[config.mk]
export PLATFORM = sky130hd
export DESIGN_NAME = blur_unnormalized_stencil_1_pe
export DESIGN_NICKNAME = d
export VERILOG_FILES = /design/src/rtl/blur_unnormalized_stencil_1_pe.sv
export SDC_FILE = /design/constraint.sdc
export NUM_CORES = 1
export LEC_CHECK = 0
export ABC_AREA = 1
export ABC_CLOCK_PERIOD_IN_PS = 3500
export BUFFER_PORTS_ARGS = -buffer_cell sky130_fd_sc_hd__buf_4
export CORE_AREA = 2 2 148 150
export DETAILED_ROUTE_END_ITERATION = 6
export DIE_AREA = 0 0 150 152
export GPL_ROUTABILITY_DRIVEN = 0
export PLACE_DENSITY = 0.79
export SLEW_MARGIN = 20
export SYNTH_ARGS = -nofsm -noshare
export SYNTH_HDL_FRONTEND = slang
export SYNTH_SLANG_ARGS = --single-unit
export TNS_END_PERCENT = 20
[constraint.sdc]
create_clock -name clk -period 3.5 [get_ports clk]
set_clock_uncertainty 0.1 [all_clocks]
set_input_delay 0 -clock clk [delete_from_list [all_inputs] [get_ports clk]]
set_output_delay 0 -clock clk [all_outputs]
set_load 0.03 [all_outputs]
[src/rtl/blur_unnormalized_stencil_1_pe.sv]
// 3x3 Gaussian blur compute stage: walks the output domain, issues tap/accumulator reads and
// writes acc + weighted 3x3 sum through a fixed 2-cycle pipeline.
module blur_unnormalized_stencil_1_pe #(
  parameter int unsigned DW    = 16,
  parameter int unsigned IMG_W = 62,
  parameter int unsigned IMG_H = 62
) (
  input  logic            clk,
  input  logic            rst_n,
  input  logic            flush,
  input  logic            start,
  output logic            busy,
  output logic            done,
  output logic            tap_ren,
  output logic [3*DW-1:0] tap_ctrl_vars,
  input  logic [9*DW-1:0] tap_data,
  output logic            acc_ren,
  output logic [3*DW-1:0] acc_ctrl_vars,
  input  logic [DW-1:0]   acc_data,
  output logic            res_wen,
  output logic [3*DW-1:0] res_ctrl_vars,
  output logic [DW-1:0]   res_data
);

  typedef enum logic [1:0] {StIdle, StRun, StDrain} state_e;

  state_e          r_state;
  logic [DW-1:0]   r_x;
  logic [DW-1:0]   r_y;
  logic            r_drain;
  logic            r_done;
  logic            r_s0_valid;
  logic [3*DW-1:0] r_s0_cv;
  logic            r_s1_valid;
  logic [3*DW-1:0] r_s1_cv;
  logic [DW-1:0]   r_s1_data;

  logic            w_run;
  logic            w_x_last;
  logic            w_y_last;
  logic [3*DW-1:0] w_cv;
  logic [DW-1:0]   w_t [9];
  logic [DW-1:0]   w_sum;

  assign w_run    = (r_state == StRun);
  assign w_x_last = (r_x == DW'(IMG_W - 1));
  assign w_y_last = (r_y == DW'(IMG_H - 1));
  assign w_cv     = {{DW{1'b0}}, r_y, r_x};

  for (genvar k = 0; k < 9; k++) begin : g_tap
    assign w_t[k] = tap_data[k*DW +: DW];
  end

  // Weights 1,2,1 / 2,4,2 / 1,2,1 as shifts; everything wraps at DW bits.
  assign w_sum = acc_data + w_t[0] + (w_t[1] << 1) + w_t[2] + (w_t[3] << 1) + (w_t[4] << 2)
               + (w_t[5] << 1) + w_t[6] + (w_t[7] << 1) + w_t[8];

  always_ff @(posedge clk or posedge rst_n) begin
    if (rst_n) begin
      r_state    <= StIdle;
      r_x        <= '0;
      r_y        <= '0;
      r_drain    <= 1'b0;
      r_done     <= 1'b0;
      r_s0_valid <= 1'b0;
      r_s0_cv    <= '0;
      r_s1_valid <= 1'b0;
      r_s1_cv    <= '0;
      r_s1_data  <= '0;
    end else begin
      r_done     <= 1'b0;
      r_s0_valid <= w_run && !flush;
      r_s1_valid <= r_s0_valid && !flush;
      if (w_run) begin
        r_s0_cv <= w_cv;
      end
      // Result registers hold between writes; only res_wen qualifies them.
      if (r_s0_valid && !flush) begin
        r_s1_cv   <= r_s0_cv;
        r_s1_data <= w_sum;
      end
      if (flush) begin
        r_state <= StIdle;
        r_x     <= '0;
        r_y     <= '0;
        r_drain <= 1'b0;
      end else begin
        case (r_state)
          StIdle: begin
            if (start) begin
              r_state <= StRun;
              r_x     <= '0;
              r_y     <= '0;
            end
          end
          StRun: begin
            if (w_x_last) begin
              r_x <= '0;
              if (w_y_last) begin
                r_y     <= '0;
                r_drain <= 1'b0;
                r_state <= StDrain;
              end else begin
                r_y <= r_y + 1'b1;
              end
            end else begin
              r_x <= r_x + 1'b1;
            end
          end
          StDrain: begin
            if (r_drain) begin
              r_drain <= 1'b0;
              r_done  <= 1'b1;
              r_state <= StIdle;
            end else begin
              r_drain <= 1'b1;
            end
          end
          default: r_state <= StIdle;
        endcase
      end
    end
  end

  assign busy          = (r_state != StIdle);
  assign done          = r_done;
  assign tap_ren       = w_run;
  assign tap_ctrl_vars = w_cv;
  assign acc_ren       = w_run;
  assign acc_ctrl_vars = w_cv;
  assign res_wen       = r_s1_valid;
  assign res_ctrl_vars = r_s1_cv;
  assign res_data      = r_s1_data;

endmodule

## After elaboration in Yosys (flattened, before gate mapping)

Index checks and enable logic that the tools add are counted.

- Add/sub/neg operators: 11
- Equality and inequality tests: 8
- Mux-type cells: 22
- Reduce and logical (&&, ||, !) cells: 11

Operators by type and width:

| operator | number |
|---|---|
| adder 16 bit | 9 |
| 2-to-1 mux 16 bit | 6 |
| case mux 16 bit (2 select lines) | 2 |
| adder 16 x 1 -> 16 bit (second input constant) | 2 |
| == test 16 x 6 -> 1 bit (second input constant) | 2 |
| 2-to-1 mux 2 bit | 5 |
| 2-to-1 mux 1 bit | 7 |
| inequality test 3 x 2 -> 1 bit (second input constant) | 2 |
| inequality test 3 bit (second input constant) | 2 |
| case mux 2 bit (3 select lines) | 1 |
| AND reduction 3 bit | 2 |
| nonzero test 3 bit | 2 |
| AND reduction 4 bit | 1 |
| == test 2 x 1 -> 1 bit (second input constant) | 1 |
| == test 2 bit (second input constant) | 1 |
| logical AND 1 bit | 2 |
| zero test 2 bit | 1 |
| case mux 1 bit (2 select lines) | 1 |
| AND reduction 2 bit | 1 |
| nonzero test 2 bit | 1 |
| zero test 1 bit | 1 |

- Bits in registers: 118
- Input port bits: 164

## Longest topological paths before layout

Gate-level depths: netlist (run 1).

- Depth after elaboration: 9
- Mapped depth: 21

## Least setup slack after synthesis (run 1)

OpenSTA, ideal clock, no wires.

- Path type: input port to flip-flop
- From: input port tap_data[3]
- To: register r_s1_data[13], in the netlist res_data[13]
- Data arrival time: 3884 ps
- Required time: 3283 ps
- Path slack: -602 ps
- Stages: 21
- Cell sequence: inv_1 fa_1 inv_1 fa_1 fa_1 fa_1 inv_1 fa_1 inv_1 ha_1 fa_1 nand3_1 nand3_1 nand2_1 nand2_1 nand2_1 a21oi_1 nor2_1 nand2_1 nand3_1 nand2_1

- Word-level cells in the longest chain between the ends: 9

Ends and longest elaborated chain:

| element | line | RTL |
|---|---|---|
| start, declared | 16 | `input logic [9*DW-1:0] tap_data,` |
| adder 16 bit (5 in a row) | 55 | `assign w_sum = acc_data + w_t[0] + (w_t[1] << 1) + w_t[2] + (w_t[3] << 1) + (w_t[4] << 2)` |
| adder 16 bit (4 in a row) | 56 | `+ (w_t[5] << 1) + w_t[6] + (w_t[7] << 1) + w_t[8];` |
| end signal, assigned | 80 | `r_s1_data <= w_sum;` |
| end, declared | 36 | `logic [DW-1:0] r_s1_data;` |

No other way between the ends.
A chain may end at the register's enable or synchronous reset.

## Worst setup path in the final report (run 1)

- From: input port tap_data[98]
- To: register r_s1_data[13], in the netlist res_data[13]

- Word-level cells in the longest chain between the ends: 3

Ends and longest elaborated chain:

| element | line |
|---|---|
| adder 16 bit (3 in a row) | 56 |

No other way between the ends.

==> impl_metrics.xml, run 1 <==
<?xml version="1.0" encoding="UTF-8"?>
<metrics>
  <group name="yosys">
    <metric name="synth_cell_type_count" unit="">46</metric>
    <metric name="synth-async-reset-ratio" unit="%">100</metric>
    <metric name="yosys_most_used_dff" unit="">dfrtp_1</metric>
    <metric name="post_synth_instance_area" unit="um^2">9380</metric>
    <metric name="ys.warnings.count" unit="">0</metric>
    <metric name="synth.ff_latch_count" unit="">118</metric>
    <metric name="number_of_flops_mapped_to_enable_cells_by_yosys" unit="">0</metric>
    <metric name="synth_top_cell_by_area" unit="">dfrtp_1</metric>
    <metric name="synth.area.top_cells" unit="">dfrtp_1 31%, fa_1 23%, nand2_1 11%</metric>
    <metric name="avgSynthCellArea" unit="um^2">8.69</metric>
    <metric name="post_synthesis_sequential_area_ratio" unit="%">31.5</metric>
    <metric name="post_synth_inst_count" unit="">1079</metric>
    <metric name="netlist.area_leader.share" unit="%">31.5</metric>
  </group>
  <group name="setup_path">
    <metric name="setup.worst_path.start_class" unit="">primary input</metric>
    <metric name="cp_max_fo" unit="">4</metric>
    <metric name="cp_slowest_stage_delay" unit="ns">0.56</metric>
    <metric name="critical_path_required" unit="ns">3.70</metric>
    <metric name="critical-path-slowest-cell" unit="">fa_2</metric>
    <metric name="critPathKind" unit="">in2reg</metric>
    <metric name="cp_data_arrival_time" unit="ns">4.00</metric>
    <metric name="timing.critical_path.to_type" unit="">register</metric>
    <metric name="worstPathCellList" unit="">buf_4 &gt; fa_2 &gt; fa_1 &gt; fa_1 &gt; inv_1 &gt; fa_1 &gt; fa_1 &gt; inv_2 &gt; ha_4 &gt; fa_2 &gt; nand3_2 &gt; nand3_4 &gt; nand2_2 &gt; nand2_1 &gt; nand2_1 &gt; a21oi_1 &gt; nor2_1 &gt; nand2_1 &gt; nand3_1 &gt; nand2_1</metric>
  </group>
  <group name="clocking">
    <metric name="cts.sinks" unit="">118</metric>
    <metric name="clockRootBuffer" unit="">clkbuf_16</metric>
    <metric name="tritoncts" unit="">done</metric>
    <metric name="max-clock-path-buffers" unit="">2</metric>
    <metric name="tritoncts_buffers" unit="">17</metric>
    <metric name="worst_skew_pair.late_latency" unit="ns">0.42</metric>
    <metric name="h-tree-depth" unit="">4</metric>
    <metric name="path_clk_slew" unit="ns">0.05</metric>
  </group>
  <group name="cells_and_area">
    <metric name="num-nets-final" unit="">1650</metric>
    <metric name="nFillCells" unit="">1853</metric>
    <metric name="core_util_final" unit="%">57.8</metric>
    <metric name="synthToLayoutAreaGrowth" unit="%">31.6</metric>
    <metric name="drive_gt1_share" unit="%">28.5</metric>
    <metric name="insertedDiodeCount" unit="">0</metric>
  </group>
  <group name="grt">
    <metric name="first_global_vias" unit="">8093</metric>
    <metric name="grt_usage" unit="%">20.7</metric>
    <metric name="grt_max_degree" unit="">79</metric>
    <metric name="grt_overflow" unit="">0</metric>
    <metric name="grt_pass1_wl" unit="um">38200</metric>
    <metric name="antenna_found_initial" unit="">0</metric>
  </group>
  <group name="drt">
    <metric name="drt_wl_total" unit="um">22600</metric>
    <metric name="first_iter_violations" unit="">450</metric>
    <metric name="vias" unit="">7867</metric>
    <metric name="drc" unit="">0</metric>
    <metric name="drt.antenna.violating_nets" unit="">0</metric>
    <metric name="viasPerCell" unit="">4.78</metric>
    <metric name="detailedRoute.firstPassIterationCount" unit="">5</metric>
    <metric name="wl_per_cell" unit="um">13.7</metric>
  </group>
  <group name="status">
    <metric name="run_status" unit="">finished, violations left</metric>
    <metric name="violated_checks" unit="">negative setup slack</metric>
  </group>
  <group name="power_and_ir_drop">
    <metric name="worst_vdd_ir" unit="mV">1.09</metric>
    <metric name="power-per-cell-area" unit="nW/um^2">966</metric>
    <metric name="static_leakage" unit="nW">6.57</metric>
    <metric name="design_power_total" unit="mW">11.9</metric>
  </group>
  <group name="die">
    <metric name="dieArea" unit="um^2">22800</metric>
    <metric name="rows" unit="">54</metric>
    <metric name="horizontal_die_dimension" unit="um">150</metric>
    <metric name="chipHeight" unit="um">152</metric>
    <metric name="core-area" unit="um^2">21400</metric>
    <metric name="initial_utilization" unit="%">43.9</metric>
    <metric name="ioPinCount" unit="">329</metric>
  </group>
  <group name="timing">
    <metric name="rsz0062_at_grt" unit="">true</metric>
    <metric name="final.setup.worst_slack" unit="ns">-0.294</metric>
    <metric name="setup_total_negative_slack" unit="ns">-1.63</metric>
    <metric name="timing.fmax" unit="GHz">0.264</metric>
    <metric name="finalWorstPathRequiredPeriod" unit="ns">3.79</metric>
    <metric name="finalHoldViolCount" unit="">0</metric>
    <metric name="measured_slew_at_the_worst_slew_check_pin" unit="ns">0.979</metric>
    <metric name="maxSlewHeadroom" unit="%">34.8</metric>
    <metric name="final-setup-viol-count" unit="">8</metric>
    <metric name="report.final.slew_viol_count" unit="">0</metric>
    <metric name="timing.final.crit_share" unit="%">108</metric>
  </group>
  <group name="placement">
    <metric name="port_buffers" unit="">274</metric>
    <metric name="dpl.hpwl" unit="um">17500</metric>
  </group>
  <group name="run">
    <metric name="drv.max_cap_violation_count" unit="">0</metric>
  </group>
  <group name="min_path">
    <metric name="hp-class" unit="">in2reg</metric>
  </group>
</metrics>
==> flip-flops by register name, indices dropped and copies added, names as in the netlist <==
signal / cells
r_drain: 1
res_data: 16
r_s0_valid: 1
r_state: 2
done: 1
r_y: 16
res_wen: 1
res_ctrl_vars: 32
r_s0_cv: 32
r_x: 16
==> placed cells by master (no fill, tap or decap), drive strengths merged <==
cell type / netlist / final
a211oi: 1 / 1
a21oi: 17 / 17
a31oi: 4 / 4
buf: 93 / 309
bufinv: 0 / 4
clkbuf: 11 / 22
clkinv: 1 / 4
clkinvlp: 0 / 1
conb: 1 / 48
dfrtp: 118 / 118
dlygate4sd3: 0 / 6
fa: 110 / 110
ha: 20 / 20
inv: 206 / 206
nand2: 279 / 279
nand3: 44 / 44
nand3b: 2 / 2
nand4: 17 / 17
nor2: 37 / 37
nor3: 17 / 17
nor3b: 1 / 1
nor4: 8 / 8
o21a: 1 / 1
o21ai: 58 / 58
o21bai: 1 / 1
o311ai: 2 / 2
o31a: 2 / 2
o31ai: 5 / 5
o32ai: 1 / 1
or2: 3 / 3
xnor2: 4 / 4
xor2: 15 / 15
==> worst paths after layout <==
path | depth (start not counted) | startpoint | slack [ns] | to
max | 20 | tap_data[98] | -0.29 | res_data[13]
min | 6 | acc_data[7] | 0.09 | res_data[8]
max reg2reg | 8 | r_x[13] | 1.25 | r_y[4]
min reg2reg | 2 | r_s0_cv[15] | 0.37 | res_ctrl_vars[15]
max in group asynchronous | 4 | rst_n | 2.28 | res_ctrl_vars[10]
min in group asynchronous | 3 | rst_n | 0.28 | res_data[0]
==> layer usage <==
metal,track usage (%),up-vias,share of wire [%],routed length [um]
li1,-,3726,-,-
met2,36.5,314,52,11800
met4,6.74,0,2.8,641
met3,4.02,45,6.4,1440
met5,0,-,0,0
met1,25.5,3782,39,8750
==> worst max-delay path: cells and delay by family <==
kind / cells / cell delay, ns
buf+inv: 3 / 0.22
fa+ha+maj: 7 / 3.00
simple gates: 9 / 0.70
compound gates: 1 / 0.08
==> cell families after synthesis <==
kind of cell / after synthesis / share of synthesized area [%]
other cells: 1 / 0.0400
xor+xnor: 19 / 1.77
compound gates: 92 / 5.64
simple gates: 408 / 18.8
flops: 118 / 31.5
fa+ha+maj: 130 / 26.1
buf+inv: 311 / 16.1
==> area by class of cell <==
class	instances	area, um^2	share of cell area (%)
clock buffers	22	484	3.92
multi-input cells	697	5210	42.2
repair buffers	315	2410	19.5
inverters	207	795	6.44
well taps	280	350	2.84
flip-flops and latches	118	2950	23.9
clock inverters	8	146	1.19
==> Yosys cell counts, drive strengths merged, types with 2 or more instances <==
cell    instances
a21oi          17
a31oi           4
buf            93
clkbuf         11
dfrtp         118
fa            110
ha             20
inv           206
nand2         279
nand3          44
nand3b          2
nand4          17
nor2           37
nor3           17
nor4            8
o21ai          58
o311ai          2
o31a            2
o31ai           5
or2             3
xnor2           4
xor2           15
==> per-stage QoR <==
stage	instances	hold slack (ns)	worst slack (ns)	cell area (um^2)
after global placement	1610	0.190	-0.795	11500
final	1647	0.0880	-0.294	12300
after global routing	1647	0.194	-0.489	12300
after CTS	1647	0.0795	-0.274	12300
after detailed placement	1610	0.195	-0.849	11500
after floorplan	1126	0.117	-0.464	9580
==> what timing repair did <==
item | 4_1_cts | 5_1_grt
buffers inserted | 1 | 0
endpoints found under the setup margin | 9 | 10
endpoints found under the hold margin | 92 | 0
resized for setup | 17 | 7
pin swaps | 14 | 0
hold buffers | 6 | 0
==> where the power goes <==
| part | switching, mW | leakage (nW) | internal, mW |
|---|---|---|---|
| clock | 0.598 | 0.308 | 1.26 |
| combinational | 4.66 | 4.65 | 3.74 |
| sequential | 0.135 | 1.61 | 1.54 |
| total | 5.39 | 6.57 | 6.53 |
Power figures use the tool's default switching activity.
==> inputs of run 2 (changes only) <==
Settings changed: CAP_MARGIN set to 30, HOLD_SLACK_MARGIN set to 0.15.
==> run 2 against run 1 <==
The run still ends with negative setup slack left. Global-route usage increased by 0.26 points. Count of clock-buffer cells in the layout rose by 2. Die area did not move. Sequential cell count unchanged. First-iteration DRC count grew 17%. Largest cell class unchanged. Highest routed layer unchanged.
==> impl_metrics.xml, run 2 (same netlist as run 1, synthesis figures left out) <==
<?xml version="1.0" encoding="UTF-8"?>
<metrics>
  <group name="power_and_ir_drop">
    <metric name="power-per-cell-area" unit="nW/um^2">968</metric>
    <metric name="worst_vdd_ir" unit="mV">1.06</metric>
    <metric name="design_power_total" unit="mW">12.0</metric>
    <metric name="static_leakage" unit="nW">6.60</metric>
  </group>
  <group name="drt">
    <metric name="drt_wl_total" unit="um">22700</metric>
    <metric name="drt.antenna.violating_nets" unit="">0</metric>
    <metric name="detailedRoute.firstPassIterationCount" unit="">5</metric>
    <metric name="first_iter_violations" unit="">525</metric>
    <metric name="drc" unit="">0</metric>
    <metric name="vias" unit="">7869</metric>
    <metric name="wl_per_cell" unit="um">13.7</metric>
    <metric name="viasPerCell" unit="">4.77</metric>
  </group>
  <group name="setup_path">
    <metric name="r2r.worst_path.cells" unit="">8</metric>
    <metric name="critPathKind" unit="">in2reg</metric>
    <metric name="setup.worst_path.start_class" unit="">primary input</metric>
    <metric name="critical_path_required" unit="ns">3.70</metric>
    <metric name="cp_max_fo" unit="">4</metric>
    <metric name="timing.critical_path.to_type" unit="">register</metric>
    <metric name="cp_data_arrival_time" unit="ns">4.05</metric>
  </group>
  <group name="status">
    <metric name="violated_checks" unit="">negative setup slack</metric>
    <metric name="run_status" unit="">finished, violations left</metric>
  </group>
  <group name="die">
    <metric name="ioPinCount" unit="">329</metric>
    <metric name="chipHeight" unit="um">152</metric>
    <metric name="initial_utilization" unit="%">43.9</metric>
    <metric name="horizontal_die_dimension" unit="um">150</metric>
    <metric name="rows" unit="">54</metric>
    <metric name="dieArea" unit="um^2">22800</metric>
    <metric name="core-area" unit="um^2">21400</metric>
  </group>
  <group name="clocking">
    <metric name="path_clk_slew" unit="ns">0.06</metric>
    <metric name="worst_skew_pair.late_latency" unit="ns">0.42</metric>
    <metric name="max-clock-path-buffers" unit="">2</metric>
    <metric name="clockRootBuffer" unit="">clkbuf_16</metric>
    <metric name="tritoncts" unit="">done</metric>
    <metric name="cts.sinks" unit="">118</metric>
    <metric name="h-tree-depth" unit="">4</metric>
    <metric name="tritoncts_buffers" unit="">17</metric>
  </group>
  <group name="min_path">
    <metric name="hold-path-cell-count" unit="">6</metric>
    <metric name="hp-class" unit="">in2reg</metric>
  </group>
  <group name="cells_and_area">
    <metric name="layout_commonest_cell" unit="">buf_4</metric>
    <metric name="insertedDiodeCount" unit="">0</metric>
    <metric name="seqCellArea" unit="um^2">2950</metric>
    <metric name="stdcell_area" unit="um^2">12400</metric>
    <metric name="nFillCells" unit="">1819</metric>
    <metric name="multi_input_comb_area" unit="um^2">5210</metric>
    <metric name="drive_gt1_share" unit="%">28.6</metric>
    <metric name="finalNonFillerCells" unit="">1651</metric>
    <metric name="synthToLayoutAreaGrowth" unit="%">32.1</metric>
    <metric name="layout.cells.most_common_list" unit="">307 x buf_4, 271 x nand2_1, 193 x inv_1, 118 x dfrtp_1, 108 x fa_1</metric>
    <metric name="num-nets-final" unit="">1653</metric>
  </group>
  <group name="timing">
    <metric name="finalWorstPathRequiredPeriod" unit="ns">3.85</metric>
    <metric name="maxSlewHeadroom" unit="%">40.1</metric>
    <metric name="final-setup-viol-count" unit="">9</metric>
    <metric name="timing.fmax" unit="GHz">0.260</metric>
    <metric name="report.final.slew_viol_count" unit="">0</metric>
    <metric name="rsz0062_at_grt" unit="">true</metric>
    <metric name="timing.final.crit_share" unit="%">110</metric>
    <metric name="finalHoldViolCount" unit="">0</metric>
    <metric name="measured_slew_at_the_worst_slew_check_pin" unit="ns">0.898</metric>
    <metric name="final.setup.worst_slack" unit="ns">-0.347</metric>
  </group>
  <group name="run">
    <metric name="drv.max_cap_violation_count" unit="">0</metric>
  </group>
  <group name="placement">
    <metric name="placedCellCount" unit="">1611</metric>
    <metric name="detailed_place.area" unit="um^2">11600</metric>
    <metric name="port_buffers" unit="">274</metric>
    <metric name="pre_cts_slack" unit="ns">-0.836</metric>
    <metric name="dpl.hpwl" unit="um">17600</metric>
  </group>
  <group name="grt">
    <metric name="grt_overflow" unit="">0</metric>
    <metric name="grt_pass1_wl" unit="um">38400</metric>
    <metric name="first_global_vias" unit="">8088</metric>
    <metric name="grt_max_degree" unit="">70</metric>
    <metric name="antenna_found_initial" unit="">0</metric>
    <metric name="grt_usage" unit="%">21.0</metric>
  </group>
</metrics>
[run 2: worst max-delay path: stages]
cell and delay (ns):
buf_8 0.08, inv_8 0.03, fa_1 0.54, inv_2 0.04, fa_1 0.54, fa_2 0.44, fa_1 0.49, inv_1 0.05
fa_1 0.49, inv_2 0.05, ha_4 0.15, fa_2 0.36, nand3_2 0.09, nand3_4 0.11, nand2_2 0.10, nand2_2 0.06
nand2_2 0.09, a21oi_2 0.07, nor2_1 0.08, nand2_1 0.06, nand3_1 0.07, nand2_1 0.07
[run 2: repair_timing]
item,CTS,global route
hold buffers,8,0
endpoints found under the setup margin,9,9
setup buffers,0,1
gates resized for setup,15,9
pin swaps,11,10
hold endpoints to repair,110,0
[run 2: area by class of cell]
| type | instances | share of cell area, % |
|---|---|---|
| sequential | 118 | 23.8 |
| inverter | 207 | 6.41 |
| multi-input combinational | 697 | 42.0 |
| tap | 280 | 2.83 |
| clock inverter | 7 | 1.14 |
| timing repair buffer | 318 | 19.7 |
| clock buffer | 24 | 4.05 |
[run 2: stage by stage]
step           setup TNS, ns  util [%]  hold WS [ns]
2_1_floorplan          -3.05         -         0.117
3_3_place_gp           -6.72      54.0         0.190
3_5_place_dp           -7.35      54.1       -0.0915
4_1_cts                -1.68      57.9         0.161
5_1_grt                -3.55      58.1         0.183
6_report               -1.89      58.1         0.136
[run 2: metal layers]
| metal | part of all wire, % | GRT usage [%] |
|---|---|---|
| met3 | 6.0 | 3.93 |
| met5 | 0 | 0 |
| met1 | 39 | 25.6 |
| met2 | 53 | 36.9 |
| met4 | 2.8 | 7.55 |
[run 2: path summary, 6_finish.rpt]
check / start / to / slack, ns
setup / recovery: tap_data[3] / res_data[13] / -0.35
hold / removal: acc_data[13] / res_data[14] / 0.14
setup reg to reg: r_x[13] / r_y[4] / 1.23
hold reg to reg: r_s0_cv[24] / res_ctrl_vars[24] / 0.36
max in group asynchronous: rst_n / res_ctrl_vars[0] / 1.83
min in group asynchronous: rst_n / res_ctrl_vars[24] / 0.62
[run 2: power breakdown]
group	total, mW	switching, mW	internal [mW]	leakage (nW)
Sequential	1.68	0.138	1.54	1.61
Combinational	8.44	4.70	3.74	4.67
Clock	1.88	0.595	1.28	0.313
Total	12.0	5.43	6.57	6.60
==> inputs of run 3 (changes only) <==
Settings changed: TNS_END_PERCENT 20 to 1.
==> run 3 against run 2 <==
The run still ends with negative setup slack left. Worst hold slack gained 0.065 ns. Wire length fell by 1.9%. Via count fell by 0.47%. Power decreased by 3.8%. Die area is the same. Cell count is essentially flat. Utilization down 0.15 points. Register-to-register slack is essentially flat. Critical path depth did not move. Sequential power hardly changed. Fmax grew 1.5%. Clock power rose by 3%. Largest power group unchanged.
==> impl_metrics.xml, run 3 (same netlist as run 1, synthesis figures left out) <==
<?xml version="1.0" encoding="UTF-8"?>
<metrics>
  <group name="status">
    <metric name="run_status" unit="">finished, violations left</metric>
    <metric name="violated_checks" unit="">negative setup slack</metric>
  </group>
  <group name="drt">
    <metric name="viasPerCell" unit="">4.74</metric>
    <metric name="drc" unit="">0</metric>
    <metric name="first_iter_violations" unit="">537</metric>
    <metric name="drt.antenna.violating_nets" unit="">0</metric>
    <metric name="vias" unit="">7832</metric>
    <metric name="drt_wl_total" unit="um">22200</metric>
    <metric name="detailedRoute.firstPassIterationCount" unit="">5</metric>
    <metric name="wl_per_cell" unit="um">13.5</metric>
  </group>
  <group name="power_and_ir_drop">
    <metric name="worst_vdd_ir" unit="mV">0.953</metric>
    <metric name="design_power_total" unit="mW">11.5</metric>
    <metric name="power-per-cell-area" unit="nW/um^2">933</metric>
    <metric name="static_leakage" unit="nW">6.59</metric>
  </group>
  <group name="timing">
    <metric name="finalWorstPathRequiredPeriod" unit="ns">3.79</metric>
    <metric name="maxSlewHeadroom" unit="%">42.3</metric>
    <metric name="measured_slew_at_the_worst_slew_check_pin" unit="ns">0.865</metric>
    <metric name="timing.final.crit_share" unit="%">108</metric>
    <metric name="final-setup-viol-count" unit="">8</metric>
    <metric name="report.final.slew_viol_count" unit="">0</metric>
    <metric name="timing.fmax" unit="GHz">0.264</metric>
    <metric name="rsz0062_at_grt" unit="">true</metric>
    <metric name="finalHoldViolCount" unit="">0</metric>
    <metric name="final.setup.worst_slack" unit="ns">-0.289</metric>
  </group>
  <group name="clocking">
    <metric name="worst_skew_pair.late_latency" unit="ns">0.41</metric>
    <metric name="tritoncts" unit="">done</metric>
    <metric name="path_clk_slew" unit="ns">0.05</metric>
    <metric name="cts.sinks" unit="">118</metric>
    <metric name="max-clock-path-buffers" unit="">2</metric>
    <metric name="h-tree-depth" unit="">4</metric>
    <metric name="clockRootBuffer" unit="">clkbuf_16</metric>
    <metric name="tritoncts_buffers" unit="">17</metric>
  </group>
  <group name="setup_path">
    <metric name="critical_path.top_delay_family" unit="">adder cells</metric>
    <metric name="worstPathCellList" unit="">buf_4 &gt; inv_1 &gt; fa_1 &gt; inv_1 &gt; fa_1 &gt; fa_1 &gt; fa_1 &gt; inv_1 &gt; fa_1 &gt; inv_1 &gt; ha_4 &gt; fa_2 &gt; nand3_2 &gt; nand3_4 &gt; nand2_2 &gt; nand2_1 &gt; nand2_1 &gt; a21oi_1 &gt; nor2_1 &gt; nand2_1 &gt; nand3_1 &gt; nand2_1</metric>
    <metric name="cp_data_arrival_time" unit="ns">3.99</metric>
    <metric name="critPathMostFrequentCell" unit="">fa_1</metric>
    <metric name="critPathKind" unit="">in2reg</metric>
    <metric name="setup.worst_path.start_class" unit="">primary input</metric>
    <metric name="critical_path_required" unit="ns">3.70</metric>
    <metric name="worst_setup_path_startpoint" unit="">tap_data[3]</metric>
    <metric name="cp_max_fo" unit="">4</metric>
    <metric name="critical-path-slowest-cell" unit="">fa_1</metric>
    <metric name="rr_startpoint" unit="">r_x[13]</metric>
    <metric name="critical_path_buf_inv_count" unit="">5</metric>
    <metric name="cp_slowest_stage_delay" unit="ns">0.53</metric>
    <metric name="timing.critical_path.to_type" unit="">register</metric>
  </group>
  <group name="grt">
    <metric name="first_global_vias" unit="">7870</metric>
    <metric name="grt_max_degree" unit="">76</metric>
    <metric name="grt_usage" unit="%">20.1</metric>
    <metric name="antenna_found_initial" unit="">0</metric>
    <metric name="grt_pass1_wl" unit="um">36900</metric>
    <metric name="grt_overflow" unit="">0</metric>
  </group>
  <group name="cells_and_area">
    <metric name="insertedDiodeCount" unit="">0</metric>
    <metric name="finalNonFillerCells" unit="">1652</metric>
    <metric name="num-nets-final" unit="">1653</metric>
    <metric name="synthToLayoutAreaGrowth" unit="%">31.8</metric>
    <metric name="layout_commonest_cell" unit="">buf_4</metric>
    <metric name="layout.cells.most_common_list" unit="">307 x buf_4, 273 x nand2_1, 198 x inv_1, 118 x dfrtp_1, 109 x fa_1</metric>
    <metric name="drive_gt1_share" unit="%">27.8</metric>
    <metric name="stdcell_area" unit="um^2">12400</metric>
    <metric name="nFillCells" unit="">1829</metric>
  </group>
  <group name="die">
    <metric name="rows" unit="">54</metric>
    <metric name="horizontal_die_dimension" unit="um">150</metric>
    <metric name="core-area" unit="um^2">21400</metric>
    <metric name="initial_utilization" unit="%">43.9</metric>
    <metric name="chipHeight" unit="um">152</metric>
    <metric name="ioPinCount" unit="">329</metric>
    <metric name="dieArea" unit="um^2">22800</metric>
  </group>
  <group name="min_path">
    <metric name="hp-class" unit="">in2reg</metric>
    <metric name="hold_path_startpoint" unit="">acc_data[11]</metric>
  </group>
  <group name="placement">
    <metric name="pre_cts_slack" unit="ns">-0.807</metric>
    <metric name="placedCellCount" unit="">1607</metric>
    <metric name="port_buffers" unit="">274</metric>
    <metric name="detailed_place.area" unit="um^2">11500</metric>
    <metric name="dpl.hpwl" unit="um">17000</metric>
  </group>
  <group name="run">
    <metric name="drv.max_cap_violation_count" unit="">0</metric>
  </group>
</metrics>
[run 3: cell count changes in the layout (fill, tap and decap cells not counted), sizes merged]
cell | previous run | this run
buf | 310 | 308
bufinv | 4 | 6
clkbuf | 24 | 19
clkinv | 3 | 5
clkinvlp | 1 | 2
dlygate4sd3 | 8 | 10
inv | 206 | 207
[run 3: worst paths after layout]
check | end | slack (ns) | cells after the start
max | res_data[13] | -0.29 | 22
min | res_data[12] | 0.20 | 7
max reg2reg | r_y[5] | 1.22 | 8
min reg2reg | res_ctrl_vars[17] | 0.37 | 2
max in group asynchronous | res_ctrl_vars[25] | 1.84 | 6
min in group asynchronous | res_ctrl_vars[10] | 0.60 | 4
[run 3: repair_timing]
item                                    4_1_cts  5_1_grt
resized for setup                             9        4
hold buffers                                  9        1
setup buffers                                 2        0
pin swaps                                     7        3
endpoints found under the setup margin        9       10
hold endpoints to repair                    102       26
[run 3: power by group]
part           internal (mW)  switching, mW
combinational           3.52           4.39
sequential              1.54          0.134
clock                   1.33          0.611
[run 3: final cells by class]
| class | instances | area (um^2) | share of cell area (%) |
|---|---|---|---|
| well taps | 280 | 350 | 2.83 |
| repair buffers | 318 | 2430 | 19.7 |
| multi-input cells | 697 | 5180 | 41.9 |
| clock buffers | 19 | 433 | 3.50 |
| inverters | 207 | 787 | 6.37 |
| clock inverters | 13 | 228 | 1.84 |
| flip-flops and latches | 118 | 2950 | 23.9 |
[run 3: worst min-delay path: cells and delay by family]
kind | cells | cell delay (ns)
adder cells (fa/ha/maj) | 2 | 0.31
buffers and inverters | 2 | 0.21
AND/OR/NAND/NOR | 3 | 0.17
[run 3: through the flow]
stage	TNS [ns]	hold slack, ns	util, %
global route	-3.74	0.238	57.9
CTS	-1.79	0.180	57.7
floorplan	-3.11	0.117	-
detailed placement	-6.88	0.179	53.8
finish	-1.96	0.201	57.9
global placement	-6.45	0.170	53.8
[run 3: routing by layer]
metal / global-route usage, % / up-vias / share of wire, %
met4: 6.33 / 0 / 2.0
met5: 0 / - / 0
li1: - / 3734 / -
met3: 3.39 / 34 / 5.8
met2: 35.4 / 283 / 53
met1: 25.2 / 3781 / 39
